$ cat src/rtl/apb_master_if.sv
// Command/response port plus APB bus signals of the APB requester.
// The master modport is the requester's view; slave is the environment's view.
interface apb_master_if #(
  parameter int DATA_WIDTH = 32,
  parameter int ADDR_WIDTH = 32
);
  logic                  cmd_valid;
  logic                  cmd_ready;
  logic                  cmd_write;
  logic [ADDR_WIDTH-1:0] cmd_addr;
  logic [DATA_WIDTH-1:0] cmd_wdata;
  logic                  rsp_valid;
  logic [DATA_WIDTH-1:0] rsp_rdata;
  logic                  rsp_slverr;
  logic                  rsp_timeout;
  logic                  psel;
  logic                  penable;
  logic [ADDR_WIDTH-1:0] paddr;
  logic                  pwrite;
  logic [DATA_WIDTH-1:0] pwdata;
  logic                  pready;
  logic [DATA_WIDTH-1:0] prdata;
  logic                  pslverr;

  modport master (
    input  cmd_valid, cmd_write, cmd_addr, cmd_wdata, pready, prdata, pslverr,
    output cmd_ready, rsp_valid, rsp_rdata, rsp_slverr, rsp_timeout,
           psel, penable, paddr, pwrite, pwdata
  );

  modport slave (
    output cmd_valid, cmd_write, cmd_addr, cmd_wdata, pready, prdata, pslverr,
    input  cmd_ready, rsp_valid, rsp_rdata, rsp_slverr, rsp_timeout,
           psel, penable, paddr, pwrite, pwdata
  );
endinterface

$ cat src/rtl/apb_master.sv
// APB requester: valid/ready commands -> APB SETUP/ACCESS transfers, registered response.
// Optional wait-state abort enabled by defining APB_MASTER_TIMEOUT_EN.
module apb_master #(
  parameter int DATA_WIDTH     = 32,
  parameter int ADDR_WIDTH     = 32,
  parameter int TIMEOUT_CYCLES = 15
) (
  input  logic         pclk,
  input  logic         preset,
  apb_master_if.master bus
);

  typedef enum logic [1:0] {IDLE = 2'd0, SETUP = 2'd1, ACCESS = 2'd2} state_t;

  state_t state, state_nxt;
  logic   rdy, accept, done, abort;

  assign rdy           = (state == IDLE) || (state == ACCESS && bus.pready);
  assign accept        = bus.cmd_valid && rdy;
  assign done          = (state == ACCESS) && bus.pready;
  assign bus.cmd_ready = rdy;
  assign bus.psel      = (state != IDLE);
  assign bus.penable   = (state == ACCESS);

`ifdef APB_MASTER_TIMEOUT_EN
  localparam int CW = $clog2(TIMEOUT_CYCLES + 1);
  localparam logic [CW-1:0] TO_LAST = CW'(TIMEOUT_CYCLES - 1);

  logic [CW-1:0] to_cnt;
  logic          rsp_to_q;

  // to_cnt counts completed wait cycles; abort on the cycle that would reach the limit
  assign abort = (state == ACCESS) && !bus.pready && (to_cnt == TO_LAST);

  always_ff @(posedge pclk or posedge preset) begin
    if (preset)                                to_cnt <= '0;
    else if (state == SETUP)                   to_cnt <= '0;
    else if (state == ACCESS && !bus.pready)   to_cnt <= to_cnt + 1'b1;
  end

  always_ff @(posedge pclk or posedge preset) begin
    if (preset)     rsp_to_q <= 1'b0;
    else if (done)  rsp_to_q <= 1'b0;
    else if (abort) rsp_to_q <= 1'b1;
  end

  assign bus.rsp_timeout = rsp_to_q;
`else
  assign abort           = 1'b0;
  assign bus.rsp_timeout = 1'b0;
`endif

  always_ff @(posedge pclk or posedge preset) begin
    if (preset) state <= IDLE;
    else        state <= state_nxt;
  end

  always_comb begin
    state_nxt = state;
    case (state)
      IDLE:    if (accept) state_nxt = SETUP;
      SETUP:   state_nxt = ACCESS;
      ACCESS: begin
        if (done)       state_nxt = accept ? SETUP : IDLE;
        else if (abort) state_nxt = IDLE;
      end
      default: state_nxt = IDLE;
    endcase
  end

  // bus attributes only change on acceptance, so they hold through SETUP/ACCESS and in IDLE
  always_ff @(posedge pclk or posedge preset) begin
    if (preset) begin
      bus.paddr  <= '0;
      bus.pwrite <= 1'b0;
      bus.pwdata <= '0;
    end else if (accept) begin
      bus.paddr  <= bus.cmd_addr;
      bus.pwrite <= bus.cmd_write;
      bus.pwdata <= bus.cmd_wdata;
    end
  end

  always_ff @(posedge pclk or posedge preset) begin
    if (preset) begin
      bus.rsp_valid  <= 1'b0;
      bus.rsp_rdata  <= '0;
      bus.rsp_slverr <= 1'b0;
    end else begin
      bus.rsp_valid <= done || abort;
      if (done) begin
        bus.rsp_rdata  <= bus.pwrite ? '0 : bus.prdata;
        bus.rsp_slverr <= bus.pslverr;
      end else if (abort) begin
        bus.rsp_rdata  <= '0;
        bus.rsp_slverr <= 1'b1;
      end
    end
  end

endmodule

$ cat src/flat_wrapper.sv
// flat-port wrapper written by rule: the top's interface ports become plain ports
module apb_master_flat 
#(
  parameter int DATA_WIDTH     = 32,
  parameter int ADDR_WIDTH     = 32,
  parameter int TIMEOUT_CYCLES = 15
)
  (pclk, preset, bus_cmd_valid, bus_cmd_write, bus_cmd_addr, bus_cmd_wdata, bus_pready, bus_prdata, bus_pslverr, bus_cmd_ready, bus_rsp_valid, bus_rsp_rdata, bus_rsp_slverr, bus_rsp_timeout, bus_psel, bus_penable, bus_paddr, bus_pwrite, bus_pwdata);
  apb_master_if #(.DATA_WIDTH(DATA_WIDTH), .ADDR_WIDTH(ADDR_WIDTH)) bus_i ();
  input  logic pclk;
  input  logic preset;
  input wire logic [$bits(bus_i.cmd_valid)-1:0] bus_cmd_valid;
  input wire logic [$bits(bus_i.cmd_write)-1:0] bus_cmd_write;
  input wire logic [$bits(bus_i.cmd_addr)-1:0] bus_cmd_addr;
  input wire logic [$bits(bus_i.cmd_wdata)-1:0] bus_cmd_wdata;
  input wire logic [$bits(bus_i.pready)-1:0] bus_pready;
  input wire logic [$bits(bus_i.prdata)-1:0] bus_prdata;
  input wire logic [$bits(bus_i.pslverr)-1:0] bus_pslverr;
  output wire logic [$bits(bus_i.cmd_ready)-1:0] bus_cmd_ready;
  output wire logic [$bits(bus_i.rsp_valid)-1:0] bus_rsp_valid;
  output wire logic [$bits(bus_i.rsp_rdata)-1:0] bus_rsp_rdata;
  output wire logic [$bits(bus_i.rsp_slverr)-1:0] bus_rsp_slverr;
  output wire logic [$bits(bus_i.rsp_timeout)-1:0] bus_rsp_timeout;
  output wire logic [$bits(bus_i.psel)-1:0] bus_psel;
  output wire logic [$bits(bus_i.penable)-1:0] bus_penable;
  output wire logic [$bits(bus_i.paddr)-1:0] bus_paddr;
  output wire logic [$bits(bus_i.pwrite)-1:0] bus_pwrite;
  output wire logic [$bits(bus_i.pwdata)-1:0] bus_pwdata;
  assign bus_i.cmd_valid = bus_cmd_valid;
  assign bus_i.cmd_write = bus_cmd_write;
  assign bus_i.cmd_addr = bus_cmd_addr;
  assign bus_i.cmd_wdata = bus_cmd_wdata;
  assign bus_i.pready = bus_pready;
  assign bus_i.prdata = bus_prdata;
  assign bus_i.pslverr = bus_pslverr;
  assign bus_cmd_ready = bus_i.cmd_ready;
  assign bus_rsp_valid = bus_i.rsp_valid;
  assign bus_rsp_rdata = bus_i.rsp_rdata;
  assign bus_rsp_slverr = bus_i.rsp_slverr;
  assign bus_rsp_timeout = bus_i.rsp_timeout;
  assign bus_psel = bus_i.psel;
  assign bus_penable = bus_i.penable;
  assign bus_paddr = bus_i.paddr;
  assign bus_pwrite = bus_i.pwrite;
  assign bus_pwdata = bus_i.pwdata;
  apb_master #(.DATA_WIDTH(DATA_WIDTH), .ADDR_WIDTH(ADDR_WIDTH), .TIMEOUT_CYCLES(TIMEOUT_CYCLES)) u_core (.pclk(pclk), .preset(preset), .bus(bus_i));
endmodule
$ cat config.mk
export PLATFORM = sky130hd
export DESIGN_NAME = apb_master_flat
export DESIGN_NICKNAME = d
export VERILOG_FILES = /design/src/rtl/apb_master_if.sv /design/src/rtl/apb_master.sv /design/src/flat_wrapper.sv
export SDC_FILE = /design/constraint.sdc
export NUM_CORES = 1
export LEC_CHECK = 0
export ABC_CLOCK_PERIOD_IN_PS = 3550
export BUFFER_PORTS_ARGS = -buffer_cell sky130_fd_sc_hd__buf_4
export CORE_MARGIN = 2
export CORE_UTILIZATION = 40
export DETAILED_ROUTE_END_ITERATION = 8
export HOLD_SLACK_MARGIN = 0.02
export PLACE_DENSITY_LB_ADDON = 0.15
export SKIP_LAST_GASP = 1
export SLEW_MARGIN = 20
export SYNTH_ARGS = -nofsm -noshare
export SYNTH_HDL_FRONTEND = slang
export SYNTH_SLANG_ARGS = --single-unit
$ cat constraint.sdc
create_clock -name pclk -period 3.55 [get_ports pclk]
set_input_delay 0 -clock pclk [delete_from_list [all_inputs] [get_ports pclk]]
set_output_delay 0 -clock pclk [all_outputs]
set_load 0.05 [all_outputs]
==> results.yml, run 1 <==
outcome:
  outcome: "finished clean"
finish:
  multi_input_comb_area_um2: 1290
  diodes: 0
  layout-drive-gt1-share_pct: 42.9
  final_nets: 696
  final_cell_area_um2: 6770
  postLayoutCoreUtil_pct: 69.9
  syn_to_final_growth_pct: 71.3
  ff_latch_area_um2: 2530
  final_common_cell: "buf_4"
  fill_cells: 705
  final_cell_mix: "buf_4, dfrtp_1, dlygate4sd3_1, mux2_1"
synth:
  seq_area_frac_synth_pct: 63.9
  synth_cells: 292
  synth_nets: 394
  yosys_warnings: 0
  ys_seq_elements: 101
  yosysUniqueCellTypes: 19
  synth_area_per_cell_um2: 13.5
  synth_area_um2: 3950
sta:
  slew_headroom_pct: 37.8
  hold_viol: 0
  finalWorstSetupSlack_ns: 1.51
  grt_setup_unrepaired: "false"
  post-route-min-period_ns: 2.04
  finalSetupViolations: 0
  finClkSkew_ns: 0.0142
  slew_violations: 0
  post-route-period-util_pct: 57.4
  max_freq_mhz: 491
  holdWs_ns: 0.0742
  finalSetupTns_ns: 0
  tightest_slew_ns: 0.930
placed_design:
  postPlaceCellArea_um2: 5580
  dp_hpwl_um: 6730
  io_buffers: 203
  dpl_worst_slack_ns: 1.52
  place.gp.congestion: 0.690
global_routing:
  grt_first_pass_wirelength_um: 15900
  grt_remaining_overflow: 0
  antenna_found_initial: 0
  grt_pass1_vias: 3304
  grt_max_degree: 56
  grtUsageTotal_pct: 19.3
worst_setup_path:
  critPathCapture: "u_core.bus.pwdata[21]"
  reg2reg_to: "u_core.bus.pwdata[21]"
  crit_type: "flop to flop"
  r2r_slack_ns: 1.51
  end_kind: "flop"
  cp_cell_sequence: "nor2b_4 -> nor3b_4 -> buf_12 -> mux2_2"
  reg2regPathDepth: 4
  cp_max_fo: 54
  arrival_ns: 2.28
  crit_start: "u_core.state[1]"
  start_kind: "flop"
  critical_path.top_delay_family: "simple AND/OR/NAND/NOR gates"
  slowest_delay_ns: 0.59
  worstPathRequired_ns: 3.79
  worst-path-buf-inv: 1
  r2r_start: "u_core.state[1]"
  worst_path_max_delay_cell: "nor3b_4"
  cp.depth: 4
die:
  pin_count: 205
  die_x_um: 103
  initial_utilization_pct: 40.8
  dieArea_um2: 10700
  floorplan.rows: 36
  fp.dieH_um: 103
  coreArea_um2: 9680
drt:
  routedWlPerCell_um: 14.4
  vias_per_cell: 4.41
  drtIter0Drc: 55
  drc: 0
  wirelength_um: 10500
  dr.pass1.iters: 4
  ant_nets: 0
  num_vias: 3231
clock_tree:
  clk_latency_ns: 0.36
  cts_root_buf: "clkbuf_8"
  cts_tree: "built"
  h-tree-depth: 3
  cts.sinks: 101
  cts_buffers: 9
  cts.path.max_buffers: 2
  clk_pin_slew_ns: 0.09
  cts.repair.resized: 0
power_and_ir_drop:
  peakVddDrop_mv: 0.458
  leakage_nw: 3.24
  powerDensity_nw_per_um2: 792
worst_hold_path:
  hp-class: "primary input to flop"
run:
  max-cap-violations: 0
[synthesized netlist by cell type]
| library cell | count | area, um^2 |
|---|---|---|
| mux2_1 | 39 | 439 |
| dfrtp_1 | 101 | 2530 |
| buf_4 | 1 | 7.51 |
| nand2_1 | 32 | 120 |
| buf_8 | 3 | 45.0 |
| buf_2 | 7 | 35.0 |
| nor3b_2 | 1 | 12.5 |
| inv_1 | 3 | 11.3 |
| clkbuf_1 | 4 | 15.0 |
| o21ai_0 | 32 | 160 |
| nor2b_4 | 1 | 13.8 |
| mux2_2 | 28 | 315 |
| nand2b_1 | 32 | 200 |
| or2_2 | 1 | 6.26 |
| conb_1 | 1 | 3.75 |
| buf_1 | 1 | 3.75 |
| nand3b_1 | 1 | 7.51 |
| buf_6 | 2 | 22.5 |
| nor2_1 | 2 | 7.51 |
[metrics by stage]
stage / power, mW / std cells
after floorplan: 3.68 / 292
after global placement: 4.55 / 616
after detailed placement: 4.59 / 616
after CTS: 5.40 / 732
after global routing: 5.62 / 732
final: 5.36 / 732
[per-layer routing]
metal | global-route usage (%) | share of wire, % | up-vias
met5 | 0 | 0 | -
met4 | 7.89 | 2.0 | 0
met3 | 3.90 | 5.4 | 14
met2 | 34.4 | 54 | 104
met1 | 22.7 | 39 | 1535
li1 | - | - | 1578
[flip-flops by register name, summed over array words and instances, names as in the netlist]
| signal | flops |
|---|---|
| u_core.bus.paddr | 32 |
| u_core.bus.pwdata | 32 |
| u_core.bus.rsp_rdata | 32 |
| u_core.state | 2 |
| u_core.bus.pwrite | 1 |
| u_core.bus.rsp_slverr | 1 |
| u_core.bus.rsp_valid | 1 |
[worst min path at each step]
stage / startpoint / end / slack [ns] / cells past startpoint
3_5_place_dp: preset / u_core.bus.pwdata[17] / -0.03 / 2
5_1_grt: bus_pready / u_core.state[1] / 0.07 / 3
4_1_cts: bus_pready / u_core.state[1] / 0.06 / 3
2_1_floorplan: bus_cmd_addr[0] / u_core.bus.paddr[0] / 0.13 / 1
3_3_place_gp: preset / u_core.bus.pwdata[17] / -0.03 / 2
6_report: bus_pready / u_core.state[1] / 0.07 / 3
[repair_timing]
action	CTS	global route
hold buffers	100	0
endpoints found under the hold margin	145	0
setup endpoints to repair	0	0
setup buffers	0	0
[where the power goes]
part	switching, mW	internal (mW)	total, mW	leakage, nW
registers	0.236	1.55	1.78	1.23
clock network	0.412	0.303	0.715	0.101
logic	1.93	0.937	2.87	1.92
total	2.58	2.79	5.36	3.24
[kinds of logic (layout without fill, tap and decap cells)]
kind of cell           Yosys count  after routing  synth area share, %
flip-flops                     101            101                 63.9
AND/OR/NAND/NOR                 70             70                 9.30
multiplexers                    67             67                 19.1
AO/OA/AOI/OAI                   32             32                 4.05
buffers and inverters           21            328                 3.54
other                            1              1               0.0948
[tightest hold or removal path: cells and delay by family]
family        cells  cell delay, ns
mux               1            0.25
buf+inv           1            0.10
simple gates      1            0.04
[area by class of cell]
type                       count  area share [%]
sequential                   101            37.3
clock buffer                  11            2.23
timing repair buffer         309            38.1
inverter                       3           0.203
multi-input combinational    170            19.1
tap                          133            2.46
clock inverter                 5           0.591
(Power assumes the default switching activity.)
==> inputs of run 2 (changes only) <==
- ABC_AREA: unset -> 1
- ABC_CLOCK_PERIOD_IN_PS: 3550 -> 1790
- clock period: 3.55 -> 1.79 ns (I/O delays scaled with it)
==> run 2 against run 1 <==
Compared with the run above:
- die area rose by 11%
- power rose by 80%
- clock power rose by 100%
- final cell count rose by 28%
- global-route usage rose by 4.1 points
==> results.yml, run 2 <==
drt:
  wirelength_um: 13600
  drc: 0
  routedWlPerCell_um: 14.5
  drtIter0Drc: 334
  vias_per_cell: 4.89
  dr.pass1.iters: 5
  num_vias: 4591
  ant_nets: 0
worst_setup_path:
  reg2regPathDepth: 4
  crit_type: "flop to primary output"
  r2r_start: "u_core.state[0]"
  crit_start: "u_core.state[0]"
  r2r_slack_ns: 0.47
  end_kind: "primary output"
  reg2reg_to: "u_core.bus.rsp_rdata[24]"
  arrival_ns: 1.56
  worstPathRequired_ns: 1.79
  cp_max_fo: 34
  start_kind: "flop"
die:
  pin_count: 205
  floorplan.rows: 38
  initial_utilization_pct: 40.7
  dieArea_um2: 11800
  coreArea_um2: 10800
  die_x_um: 109
  fp.dieH_um: 109
placed_design:
  place.gp.congestion: 0.746
  io_buffers: 203
  dpl_worst_slack_ns: 0.466
  dp_hpwl_um: 7830
clock_tree:
  clk_pin_slew_ns: 0.10
  cts.sinks: 101
  cts.path.max_buffers: 2
  cts_tree: "built"
  h-tree-depth: 3
  clk_latency_ns: 0.36
  cts.repair.resized: 0
  cts_buffers: 9
  cts_root_buf: "clkbuf_8"
global_routing:
  grt_max_degree: 102
  grt_pass1_vias: 4498
  grt_first_pass_wirelength_um: 21800
  antenna_found_initial: 0
  grtUsageTotal_pct: 23.4
  grt_remaining_overflow: 0
synth:
  synth_top_cells_by_count: "nand2_1, dfrtp_1, nand4_1, inv_1, nand3_1"
  synth_top_cell_by_area: "dfrtp_1"
  synth_nets: 618
  async_flop_share_pct: 100
  synth-edff-count: 0
  synthFlopType: "dfrtp_1"
  synth.area.top_cells: "dfrtp_1, nand2_1, nand4_1"
  seq_area_frac_synth_pct: 57.5
  ys_seq_elements: 101
  synth_area_per_cell_um2: 8.52
  synth_most_common_cell: "nand2_1"
  synth_top_area_share_pct: 57.5
  synth_cells: 516
  yosysUniqueCellTypes: 17
  yosys_warnings: 0
  synth_area_um2: 4400
outcome:
  outcome: "finished clean"
power_and_ir_drop:
  internal-power_mw: 5.03
  p_clk_share_pct: 14.8
  powerDensity_nw_per_um2: 1360
  leakage_nw: 3.92
  p_seq_share_pct: 34.3
  p_sw_mw: 4.64
  finalPower_mw: 9.67
  pwr-share-comb_pct: 50.9
  peakVddDrop_mv: 0.906
  switching_share_pct: 48.0
sta:
  hold_viol: 0
  finClkSkew_ns: 0.0119
  finalWorstSetupSlack_ns: 0.228
  slew_headroom_pct: 59.0
  post-route-min-period_ns: 1.56
  finalSetupViolations: 0
  slew_violations: 0
  tightest_slew_ns: 0.613
  max_freq_mhz: 640
  grt_setup_unrepaired: "false"
  post-route-period-util_pct: 87.2
  holdWs_ns: 0.0779
  finalSetupTns_ns: 0
finish:
  reg_top3: "u_core.bus.paddr x32, u_core.bus.pwdata x32, u_core.bus.rsp_rdata x32"
  final_common_cell: "buf_4"
  diodes: 0
  final_cell_mix: "buf_4, nand2_1, dfrtp_1, dlygate4sd3_1, nand4_1"
  syn_to_final_growth_pct: 62.2
  final_nets: 896
  layout-drive-gt1-share_pct: 29.2
run:
  max-cap-violations: 0
worst_hold_path:
  min_to: "u_core.bus.rsp_rdata[13]"
  min_path_cells: 3
  hp-class: "primary input to flop"
  hp-start: "bus_pready"
==> run 2: cell types whose count changed after synthesis, sizes merged, moves of 31 or more <==
cell,before,now
o21ai,32,0
nor2,2,33
nand2b,32,0
mux2,67,0
nand3,0,34
nand2,32,199
nand4,0,65
inv,3,38
==> run 2: timing repair <==
item                                   in CTS  in global routing
endpoints found under the hold margin     199                  0
hold buffers                               99                  0
setup buffers                               0                  0
==> run 2: worst max-delay path by stage <==
stage                                     endpoint  slack (ns)  cells after the start
after floorplan                    u_core.state[1]        0.32                      2
final                                  bus_penable        0.23                      3
after detailed placement  u_core.bus.rsp_rdata[20]        0.47                      4
after CTS                              bus_penable        0.20                      3
after global routing                   bus_penable        0.12                      3
after global placement    u_core.bus.rsp_rdata[28]        0.53                      4
==> run 2: through the flow <==
stage          area, um^2  std cells  util [%]
3_3_place_gp         5950        824      55.1
3_5_place_dp         5950        824      55.1
5_1_grt              7130        938      66.1
2_1_floorplan        4400        516         -
4_1_cts              7130        938      66.1
6_report             7130        938      66.1
==> run 2: cell type report <==
cell class | instances | area, um^2
clock buffer | 10 | 128
clock inverter | 5 | 61.3
fill | 868 | 3660
inverter | 38 | 146
multi-input combinational | 334 | 1480
sequential | 101 | 2530
tap | 140 | 175
timing repair buffer | 310 | 2610
==> run 2: cell families after synthesis <==
kind of cell	Yosys count	synth area share [%]
simple gates	331	33.3
flops	101	57.5
buf+inv	81	8.88
compound gates	2	0.228
other cells	1	0.0853
==> run 2: critical path, stage by stage (launching register included) <==
cell	delay, ns
dfrtp_1	0.45
nor2_4	0.14
buf_4	0.33
buf_4	0.27
==> run 2: power groups by stage <==
stage / combinational (mW) / sequential, mW / clock (mW)
2_1_floorplan: 1.00 / 5.54 / 0
3_3_place_gp: 4.70 / 3.33 / 0
3_5_place_dp: 4.75 / 3.34 / 0
4_1_cts: 4.92 / 3.31 / 1.48
5_1_grt: 5.21 / 3.38 / 1.57
6_report: 4.92 / 3.32 / 1.44
==> run 2: layer usage <==
| layer | global-route usage, % | share of wire (%) | vias up |
|---|---|---|---|
| met2 | 38.5 | 49 | 187 |
| met1 | 29.7 | 41 | 2173 |
| met4 | 8.97 | 2.5 | 0 |
| li1 | - | - | 2198 |
| met5 | 0 | 0 | - |
| met3 | 5.80 | 7.2 | 33 |
